**src/rtl/ctrl_pkg.sv**
```systemverilog
// Shared encodings for the multi-cycle RISC-V main control unit: states,
// opcodes, datapath select codes, trap causes and the packed control word.
package ctrl_pkg;

    typedef enum logic [3:0] {
        S_FETCH    = 4'd0,
        S_DECODE   = 4'd1,
        S_MEMADR   = 4'd2,
        S_MEMREAD  = 4'd3,
        S_MEMWB    = 4'd4,
        S_MEMWRITE = 4'd5,
        S_EXECR    = 4'd6,
        S_ALUWB    = 4'd7,
        S_BEQ      = 4'd8,
        S_TRAP     = 4'd9
    } state_t;

    localparam logic [6:0] OP_LOAD   = 7'b0000011;
    localparam logic [6:0] OP_STORE  = 7'b0100011;
    localparam logic [6:0] OP_RTYPE  = 7'b0110011;
    localparam logic [6:0] OP_BRANCH = 7'b1100011;

    localparam logic [1:0] ALUOP_ADD   = 2'b00;
    localparam logic [1:0] ALUOP_SUB   = 2'b01;
    localparam logic [1:0] ALUOP_FUNCT = 2'b10;

    localparam logic [1:0] SRCA_PC    = 2'b00;
    localparam logic [1:0] SRCA_OLDPC = 2'b01;
    localparam logic [1:0] SRCA_RS1   = 2'b10;

    localparam logic [1:0] SRCB_RS2  = 2'b00;
    localparam logic [1:0] SRCB_IMM  = 2'b01;
    localparam logic [1:0] SRCB_FOUR = 2'b10;

    localparam logic [1:0] RES_ALUOUT  = 2'b00;
    localparam logic [1:0] RES_MEMDATA = 2'b01;
    localparam logic [1:0] RES_ALU     = 2'b10;

    localparam logic [1:0] TRAP_NONE    = 2'b00;
    localparam logic [1:0] TRAP_OPCODE  = 2'b01;
    localparam logic [1:0] TRAP_FUNCT   = 2'b10;
    localparam logic [1:0] TRAP_TIMEOUT = 2'b11;

    typedef struct packed {
        logic       mem_read;
        logic       mem_write;
        logic       adr_src;
        logic       ir_write;
        logic       pc_en;
        logic       reg_write;
        logic [1:0] alu_src_a;
        logic [1:0] alu_src_b;
        logic [1:0] result_src;
        logic [1:0] alu_op;
        logic       instr_done;
    } ctrl_t;

    // States that sit on the memory handshake and are subject to the stall limit.
    function automatic logic is_mem_wait(input state_t s);
        return (s == S_FETCH) || (s == S_MEMREAD) || (s == S_MEMWRITE);
    endfunction

endpackage

```
**src/rtl/ctrl_output_decode.sv**
```systemverilog
// Combinational state -> control-word decode. Mostly Moore; the fetch strobes,
// branch PC enable and store retirement are qualified by mem_ready / zero.
module ctrl_output_decode
    import ctrl_pkg::*;
(
    input  state_t state,
    input  logic   mem_ready,
    input  logic   zero,
    output ctrl_t  ctrl
);

    always_comb begin
        ctrl = '0;
        case (state)
            S_FETCH: begin
                ctrl.mem_read   = 1'b1;
                ctrl.alu_src_a  = SRCA_PC;
                ctrl.alu_src_b  = SRCB_FOUR;
                ctrl.alu_op     = ALUOP_ADD;
                ctrl.result_src = RES_ALU;
                ctrl.ir_write   = mem_ready;
                ctrl.pc_en      = mem_ready;
            end
            S_DECODE: begin
                ctrl.alu_src_a = SRCA_OLDPC;
                ctrl.alu_src_b = SRCB_IMM;
                ctrl.alu_op    = ALUOP_ADD;
            end
            S_MEMADR: begin
                ctrl.alu_src_a = SRCA_RS1;
                ctrl.alu_src_b = SRCB_IMM;
                ctrl.alu_op    = ALUOP_ADD;
            end
            S_MEMREAD: begin
                ctrl.mem_read = 1'b1;
                ctrl.adr_src  = 1'b1;
            end
            S_MEMWB: begin
                ctrl.result_src = RES_MEMDATA;
                ctrl.reg_write  = 1'b1;
                ctrl.instr_done = 1'b1;
            end
            S_MEMWRITE: begin
                ctrl.mem_write  = 1'b1;
                ctrl.adr_src    = 1'b1;
                ctrl.instr_done = mem_ready;
            end
            S_EXECR: begin
                ctrl.alu_src_a = SRCA_RS1;
                ctrl.alu_src_b = SRCB_RS2;
                ctrl.alu_op    = ALUOP_FUNCT;
            end
            S_ALUWB: begin
                ctrl.result_src = RES_ALUOUT;
                ctrl.reg_write  = 1'b1;
                ctrl.instr_done = 1'b1;
            end
            S_BEQ: begin
                ctrl.alu_src_a  = SRCA_RS1;
                ctrl.alu_src_b  = SRCB_RS2;
                ctrl.alu_op     = ALUOP_SUB;
                ctrl.result_src = RES_ALUOUT;
                ctrl.pc_en      = zero;
                ctrl.instr_done = 1'b1;
            end
            default: ctrl = '0;
        endcase
    end

endmodule

```
**src/rtl/main_control_fsm.sv**
```systemverilog
// Multi-cycle main control FSM: state register, next-state logic, memory
// stall watchdog and sticky trap register around the output decoder.
module main_control_fsm
    import ctrl_pkg::*;
#(
    parameter logic [3:0]  RESET_STATE  = 4'd0,
    parameter int unsigned MEM_WAIT_MAX = 0
) (
    input  logic       clk,
    input  logic       reset,
    input  logic [6:0] opcode,
    input  logic       inv_func,
    input  logic       zero,
    input  logic       mem_ready,
    output logic       mem_read,
    output logic       mem_write,
    output logic       adr_src,
    output logic       ir_write,
    output logic       pc_en,
    output logic       reg_write,
    output logic [1:0] alu_src_a,
    output logic [1:0] alu_src_b,
    output logic [1:0] result_src,
    output logic [1:0] alu_op,
    output logic       instr_done,
    output logic       trap,
    output logic [1:0] trap_cause,
    output logic [3:0] state_dbg
);

    state_t      state_reg, state_next;
    logic        trap_reg;
    logic [1:0]  cause_reg, cause_next;
    logic [31:0] stall_cnt_reg;
    logic        waiting, timeout;
    ctrl_t       ctrl_w, ctrl_out;

    always_comb begin
        state_next = state_reg;
        cause_next = TRAP_NONE;
        waiting    = is_mem_wait(state_reg) && !mem_ready;
        timeout    = (MEM_WAIT_MAX != 0) && waiting &&
                     ((stall_cnt_reg + 32'd1) >= MEM_WAIT_MAX);
        case (state_reg)
            S_FETCH:    if (mem_ready) state_next = S_DECODE;
            S_DECODE: begin
                case (opcode)
                    OP_LOAD, OP_STORE: state_next = S_MEMADR;
                    OP_RTYPE:          state_next = S_EXECR;
                    OP_BRANCH:         state_next = S_BEQ;
                    default: begin
                        state_next = S_TRAP;
                        cause_next = TRAP_OPCODE;
                    end
                endcase
            end
            S_MEMADR:   state_next = (opcode == OP_LOAD) ? S_MEMREAD : S_MEMWRITE;
            S_MEMREAD:  if (mem_ready) state_next = S_MEMWB;
            S_MEMWB:    state_next = S_FETCH;
            S_MEMWRITE: if (mem_ready) state_next = S_FETCH;
            S_EXECR: begin
                if (inv_func) begin
                    state_next = S_TRAP;
                    cause_next = TRAP_FUNCT;
                end else begin
                    state_next = S_ALUWB;
                end
            end
            S_ALUWB:    state_next = S_FETCH;
            S_BEQ:      state_next = S_FETCH;
            S_TRAP:     state_next = S_TRAP;
            default: begin
                // Corrupted encoding: park in the trap rather than wander.
                state_next = S_TRAP;
                cause_next = TRAP_OPCODE;
            end
        endcase
        if (timeout) begin
            state_next = S_TRAP;
            cause_next = TRAP_TIMEOUT;
        end
    end

    always_ff @(posedge clk or posedge reset) begin
        if (reset) begin
            state_reg     <= state_t'(RESET_STATE);
            trap_reg      <= 1'b0;
            cause_reg     <= TRAP_NONE;
            stall_cnt_reg <= '0;
        end else begin
            state_reg <= state_next;
            // Only the first cause is latched; the trap is left solely by reset.
            if (state_reg != S_TRAP && state_next == S_TRAP) begin
                trap_reg  <= 1'b1;
                cause_reg <= cause_next;
            end
            if (state_next != state_reg)
                stall_cnt_reg <= '0;
            else if ((MEM_WAIT_MAX != 0) && waiting)
                stall_cnt_reg <= stall_cnt_reg + 32'd1;
        end
    end

    ctrl_output_decode u_decode (
        .state     (state_reg),
        .mem_ready (mem_ready),
        .zero      (zero),
        .ctrl      (ctrl_w)
    );

    // Strobes must drop the moment reset rises, not at the next clock edge.
    assign ctrl_out   = reset ? '0 : ctrl_w;

    assign mem_read   = ctrl_out.mem_read;
    assign mem_write  = ctrl_out.mem_write;
    assign adr_src    = ctrl_out.adr_src;
    assign ir_write   = ctrl_out.ir_write;
    assign pc_en      = ctrl_out.pc_en;
    assign reg_write  = ctrl_out.reg_write;
    assign alu_src_a  = ctrl_out.alu_src_a;
    assign alu_src_b  = ctrl_out.alu_src_b;
    assign result_src = ctrl_out.result_src;
    assign alu_op     = ctrl_out.alu_op;
    assign instr_done = ctrl_out.instr_done;
    assign trap       = trap_reg;
    assign trap_cause = cause_reg;
    assign state_dbg  = state_reg;

endmodule

```
**config.mk**
```make
export PLATFORM = sky130hd
export DESIGN_NAME = main_control_fsm
export DESIGN_NICKNAME = d
export VERILOG_FILES = /design/src/rtl/ctrl_pkg.sv /design/src/rtl/ctrl_output_decode.sv /design/src/rtl/main_control_fsm.sv
export SDC_FILE = /design/constraint.sdc
export NUM_CORES = 1
export LEC_CHECK = 0
export BUFFER_PORTS_ARGS = -buffer_cell sky130_fd_sc_hd__buf_2
export CORE_MARGIN = 5
export CORE_UTILIZATION = 47
export CTS_BUF_LIST = sky130_fd_sc_hd__clkbuf_16
export CTS_CLUSTER_SIZE = 8
export DETAILED_ROUTE_END_ITERATION = 7
export GPL_ROUTABILITY_DRIVEN = 0
export PLACE_DENSITY = 0.85
export SLEW_MARGIN = 20
export SYNTH_ARGS = -nofsm -noshare
export SYNTH_HDL_FRONTEND = slang
export SYNTH_SLANG_ARGS = --single-unit
```
**constraint.sdc**
```tcl
create_clock -name clk -period 2.3 [get_ports clk]
set_input_delay 0.115 -clock clk [delete_from_list [all_inputs] [get_ports clk]]
set_output_delay 0.115 -clock clk [all_outputs]
set_load 0.01 [all_outputs]
```
==> reports/qor.tcl, run 1 <==
set qor(run_status) {completed}
set qor(routed_via_density) 5.79
set qor(pwr_density_cell_mw_per_mm2) 592
set qor(finalNonFillerCells) 133
set qor(ys_seq_area_share_pct) 26.0
set qor(synth-main-ff-cell) {dfrtp_1}
set qor(root_buffer) {clkbuf_16}
set qor(postCtsSetupRepairBufs) 0
set qor(number_of_global_route_vias_before_repair) 672
set qor(antenna-diode-count) 0
set qor(ant_nets) 0
set qor(fin_setup_tns_ns) 0
set qor(design.core.area_mm2) 0.00133
set qor(dieHeight_um) 47.8
set qor(layout.filler_cells) 123
set qor(timing.critical_path.to_type) {output port}
set qor(drive_above_1_share_pct) 34.7
set qor(die_width_um) 47.8
set qor(dp_cells) 128
set qor(ys_ff_latch) 7
set qor(synthesis.instances) 85
set qor(utilization_pct) 69.1
set qor(whs_ns) 0.218
set qor(avgSynthCellArea_um2) 7.92
set qor(power.leakage_nw) 0.459
set qor(netlist_area_um2) 673
set qor(area_delta_synth_final_pct) 37.0
set qor(critical_path_arrival_ns) 1.77
set qor(grt_first_pass_wirelength_um) 2960
set qor(library_cell_occupying_the_most_area_in_the_post_synthesis_netlist) {dfrtp_1}
set qor(pin_count) 34
set qor(grt_remaining_overflow) 0
set qor(distinct_cells_synth) 37
set qor(finalSetupViolations) 0
set qor(unrepaired_setup_endpoints_after_global_routing) {false}
set qor(cp.required_ns) 2.18
set qor(start_util_pct) 50.5
set qor(synthesis.nets) 97
set qor(largest_reg_flops) 4
set qor(ys_top_cells_by_count) {nor2_1, dfrtp_1, nand2b_1, nor3_1, o21ai_0}
set qor(cap_viol_max_count) 0
set qor(headroom_to_the_max_slew_limit_pct) 51.5
set qor(placement.io_buffers) 33
set qor(path_clk_slew_ns) 0.03
set qor(tightestPinTransition_ns) 0.709
set qor(drt_iter0_drc) 23
set qor(synthDominantCellAreaShare_pct) 26.0
set qor(vdd.ir_drop.worst_mv) 0.775
set qor(fraction_of_registers_with_async_set_or_reset_after_synthesis_pct) 100
set qor(dr.pass1.iters) 4
set qor(grt_start_max_net_pins) 17
set qor(synthMostInstantiatedCell) {nor2_1}
set qor(tritoncts_clock_tree) {yes}
set qor(route.final.wire_length_um) 1850
set qor(dp_hpwl_um) 1420
set qor(synth_top_cells_by_area) {dfrtp_1, nand2b_1, nor2_1}
set qor(insertion_delay_ns) 0.23
set qor(htree_num_levels) 1
set qor(finalCriticalPeriod_ns) 1.89
set qor(path_class) {reg2out}
set qor(nets) 131
set qor(ys.warnings.count) 0
set qor(gr-usage-all-layers_pct) 17.9
set qor(cts.sinks) 7
set qor(synth_edf_count) 0
set qor(achievable-frequency_mhz) 530
set qor(worstPathMaxFanout) 16
set qor(drt-wirelength-per-cell_um) 13.9
set qor(period_share_pct) 82.1
set qor(min-delay-path-class) {in2reg}
set qor(die_area_mm2) 0.00229
set qor(placement_rows) 13
set qor(tritoncts_buffers) 3
set qor(finalClockSkew_ns) 0.000488
set qor(crit_path_launch_type) {flop}
set qor(num_vias) 770
set qor(maxSlewViolCount) 0
set qor(drc) 0
set qor(antenna_found_initial) 0
set qor(buffer_depth_of_the_longest_clock_path) 2
set qor(timing_hold_violations_final) 0
## final cells by class
class / count / area [um2] / area share [%]
clock inverters: 1 / 3.75 / 0.407
multi-input cells: 70 / 463 / 50.2
clock buffers: 3 / 75.1 / 8.14
well taps: 15 / 18.8 / 2.04
flip-flops and latches: 7 / 175 / 19.0
inverters: 3 / 11.3 / 1.22
repair buffers: 34 / 175 / 19.0
## where the power goes
part | total (mW) | internal, mW | leakage [nW] | switching [mW]
combinational | 0.108 | 0.0475 | 0.338 | 0.0600
sequential | 0.152 | 0.129 | 0.0780 | 0.0226
clock | 0.287 | 0.226 | 0.0423 | 0.0610
total | 0.546 | 0.402 | 0.459 | 0.144
## layer usage
metal  vias to the layer above  global-route usage (%)  part of all wire [%]
li1                        378                       -                     -
met1                       353                    23.0                    43
met2                        39                    31.1                    48
met3                         0                    3.38                   9.4
met4                         0                    3.23                     0
met5                         -                       0                     0
## placed cells by master, fill, tap and decap left out, types with 2 or more instances in the layout
master	instances
a21oi_1	5
buf_2	33
clkbuf_16	3
dfrtp_1	7
inv_1	4
mux2i_1	2
nand2b_1	7
nor2_1	9
nor2b_1	4
nor2b_4	2
nor3_1	6
nor3b_1	3
o21ai_0	6
o31a_1	2
o31ai_1	2
## path summary, 6_finish.rpt
path	start	endpoint	slack, ns	cells after the start
min in group asynchronous	reset	trap_cause[0]$_DFFE_PP0P_	0.44	3
max reg2reg	state_dbg[3]$_DFF_PP0_	state_dbg[0]$_DFF_PP0_	0.55	3
max	state_dbg[0]$_DFF_PP0_	pc_en	0.41	5
min	opcode[5]	state_dbg[3]$_DFF_PP0_	0.22	3
max in group asynchronous	reset	state_dbg[2]$_DFF_PP0_	1.63	3
min reg2reg	trap$_DFFE_PP0P_	trap$_DFFE_PP0P_	0.47	2
## through the flow
step	power, mW	worst slack [ns]	area [um2]
after floorplan	0.219	0.701	673
after global routing	0.572	0.326	922
final	0.546	0.412	922
after global placement	0.253	0.661	833
after CTS	0.549	0.398	922
after detailed placement	0.258	0.578	833
## what timing repair did
action | CTS | global route
resized for setup | 0 | 0
endpoints found under the hold margin | 7 | 0
hold buffers | 1 | 0
## worst max-delay path, cell delays in order (launching register included)
cell and delay, ns:
dfrtp_1 0.54, or3_1 0.50, nor3_2 0.14, and2_1 0.16
a21o_1 0.08, buf_2 0.12
## logic make-up (layout without fill, tap and decap cells)
group | count (synthesis) | in the layout | synth area share, %
AND/OR/NAND/NOR | 43 | 43 | 40.0
AO/OA/AOI/OAI | 24 | 24 | 24.5
buffers and inverters | 8 | 41 | 5.20
flip-flops | 7 | 7 | 26.0
multiplexers | 2 | 2 | 2.97
XOR/XNOR | 1 | 1 | 1.30
Note: power is estimated with default switching activity, not from simulation.
==> run 2, diff against run 1 <==
CORE_UTILIZATION = 44   (was 47)
PLACE_DENSITY = 0.81   (was 0.85)
clock period = 1.8 ns   (was 2.3 ns; I/O delays follow)
==> reports/qor.tcl, run 2 (synthesis results as in run 1) <==
set qor(layout.cells.most_common_list) {buf_2, nor2_1, nand2b_1, buf_4}
set qor(fin_setup_tns_ns) 0 ;# unchanged
set qor(headroom_to_the_max_slew_limit_pct) 49.5 ;# -2.1 points
set qor(dieHeight_um) 49.1 ;# +2.7%
set qor(antenna_found_initial) 0 ;# unchanged
set qor(cts.sinks) 7 ;# unchanged
set qor(pwr_density_cell_mw_per_mm2) 735 ;# +24%
set qor(path_class) {in2out}
set qor(dpl_worst_slack_ns) 0.155 ;# -0.422 ns
set qor(gr-usage-all-layers_pct) 16.8 ;# -1.0 points
set qor(drc) 0 ;# unchanged
set qor(worstPathMaxFanout) 8 ;# -8
set qor(placement_rows) 14 ;# +1
set qor(grt_remaining_overflow) 0 ;# unchanged
set qor(sequential_cell_area_um2) 176 ;# +0.71%
set qor(route.final.wire_length_um) 2040 ;# +10%
set qor(unrepaired_setup_endpoints_after_global_routing) {false}
set qor(power.leakage_nw) 0.489 ;# +6.6%
set qor(routed_via_density) 5.62 ;# -2.9%
set qor(layout.filler_cells) 132 ;# +7.3%
set qor(root_buffer) {clkbuf_16}
set qor(die_area_mm2) 0.00241 ;# +5.4%
set qor(finalClockSkew_ns) 0.00173 ;# +0.00124 ns
set qor(multi_input_area_um2) 477 ;# +3.0%
set qor(dr.pass1.iters) 4 ;# unchanged
set qor(cap_viol_max_count) 0 ;# unchanged
set qor(grt_first_pass_wirelength_um) 3300 ;# +11%
set qor(final_common_cell) {buf_2}
set qor(timing_hold_violations_final) 0 ;# unchanged
set qor(drive_above_1_share_pct) 40.3 ;# +5.6 points
set qor(maxSlewViolCount) 0 ;# unchanged
set qor(tritoncts_buffers) 3 ;# unchanged
set qor(period_share_pct) 95.5
set qor(crit_path_launch_type) {input port}
set qor(dp_hpwl_um) 1500 ;# +5.2%
set qor(grt_start_max_net_pins) 17 ;# unchanged
set qor(achievable-frequency_mhz) 582
set qor(tightestPinTransition_ns) 0.739 ;# +0.0300 ns
set qor(num_vias) 787 ;# +2.2%
set qor(antenna-diode-count) 0 ;# unchanged
set qor(nets) 137 ;# +4.6%
set qor(area_delta_synth_final_pct) 46.5
set qor(start_point_of_the_worst_hold_path) {opcode[5]}
set qor(reg2reg_setup_slack_ns) 0.11 ;# -0.44 ns
set qor(insertion_delay_ns) 0.23 ;# about the same
set qor(drt_iter0_drc) 17 ;# -26%
set qor(number_of_global_route_vias_before_repair) 723 ;# +7.6%
set qor(crit-reg2reg-launch) {state_dbg[3]$_DFF_PP0_}
set qor(design.core.area_mm2) 0.00147 ;# +10%
set qor(finalCriticalPeriod_ns) 1.72
set qor(timing.critical_path.to_type) {output port}
set qor(ant_nets) 0 ;# unchanged
set qor(largest_reg_flops) 4 ;# unchanged
set qor(run_status) {completed}
set qor(buffer_depth_of_the_longest_clock_path) 2 ;# unchanged
set qor(min-delay-path-class) {in2reg}
set qor(die_width_um) 49.1 ;# +2.7%
set qor(drt-wirelength-per-cell_um) 14.5 ;# +4.7%
set qor(placement.io_buffers) 33 ;# unchanged
set qor(critical_path_arrival_ns) 1.63 ;# -0.14 ns
set qor(whs_ns) 0.181 ;# -0.0376 ns
set qor(vdd.ir_drop.worst_mv) 0.637 ;# -18%
set qor(path_clk_slew_ns) 0.04 ;# about the same
set qor(cp.required_ns) 1.71 ;# -0.47 ns
set qor(htree_num_levels) 1 ;# unchanged
set qor(finalSetupViolations) 0 ;# unchanged
set qor(finalWorstSetupSlack_ns) 0.0811 ;# -0.331 ns
set qor(start_util_pct) 45.7 ;# -4.7 points
set qor(tritoncts_clock_tree) {yes}
set qor(crit_start) {reset}
set qor(pin_count) 34 ;# unchanged
-- run 2: cell count changes in the layout (fill, tap and decap cells not counted) --
cell	delta
buf_4	+7
and2_1	-1
and2_4	+1
buf_2	-1
dfrtp_1	-1
dfrtp_2	+1
nor3_2	-1
nor3_4	+1
or3_1	-1
or3_4	+1
-- run 2: cell type report --
class	instances	share of cell area, %
clock inverters	1	0.381
multi-input cells	70	48.4
inverters	3	1.14
flip-flops and latches	7	17.9
well taps	16	2.03
repair buffers	40	22.6
clock buffers	3	7.61
-- run 2: stage by stage --
step           std cells  power (mW)  cell area (um2)  utilization, %
3_3_place_gp         132       0.328              857            58.2
6_report             140       0.725              986            67.0
4_1_cts              137       0.705              947            64.4
2_1_floorplan         85       0.280              673               -
3_5_place_dp         132       0.336              857            58.2
5_1_grt              140       0.762              986            67.0
-- run 2: where the power goes --
part / total [mW] / internal [mW] / switching, mW
clock network: 0.362 / 0.288 / 0.0738
registers: 0.183 / 0.166 / 0.0171
logic: 0.180 / 0.0819 / 0.0981
-- run 2: critical path: stages --
cell	delay [ns]
dlygate4sd3_1	0.66
or3_4	0.40
nor3_4	0.13
and2_4	0.16
a21o_1	0.07
buf_2	0.12
-- run 2: routing by layer --
layer	part of all wire (%)	wire length, um	track usage (%)
met1	41	826	18.9
met2	51	1030	28.8
met3	8.6	176	5.81
met4	0	0	6.28
met5	0	0	0
-- run 2: final timing paths --
check,end,depth (start not counted)
setup reg to reg,state_dbg[0]$_DFF_PP0_,3
min in group asynchronous,state_dbg[2]$_DFF_PP0_,2
setup / recovery,pc_en,6
max in group asynchronous,state_dbg[0]$_DFF_PP0_,2
hold reg to reg,trap$_DFFE_PP0P_,2
hold / removal,state_dbg[3]$_DFF_PP0_,3
-- run 2: timing repair --
action,CTS,global route
gates resized for setup,1,3
buffers inserted,0,4
endpoints found under the setup margin,1,2
endpoints found under the hold margin,7,0
hold buffers,1,0
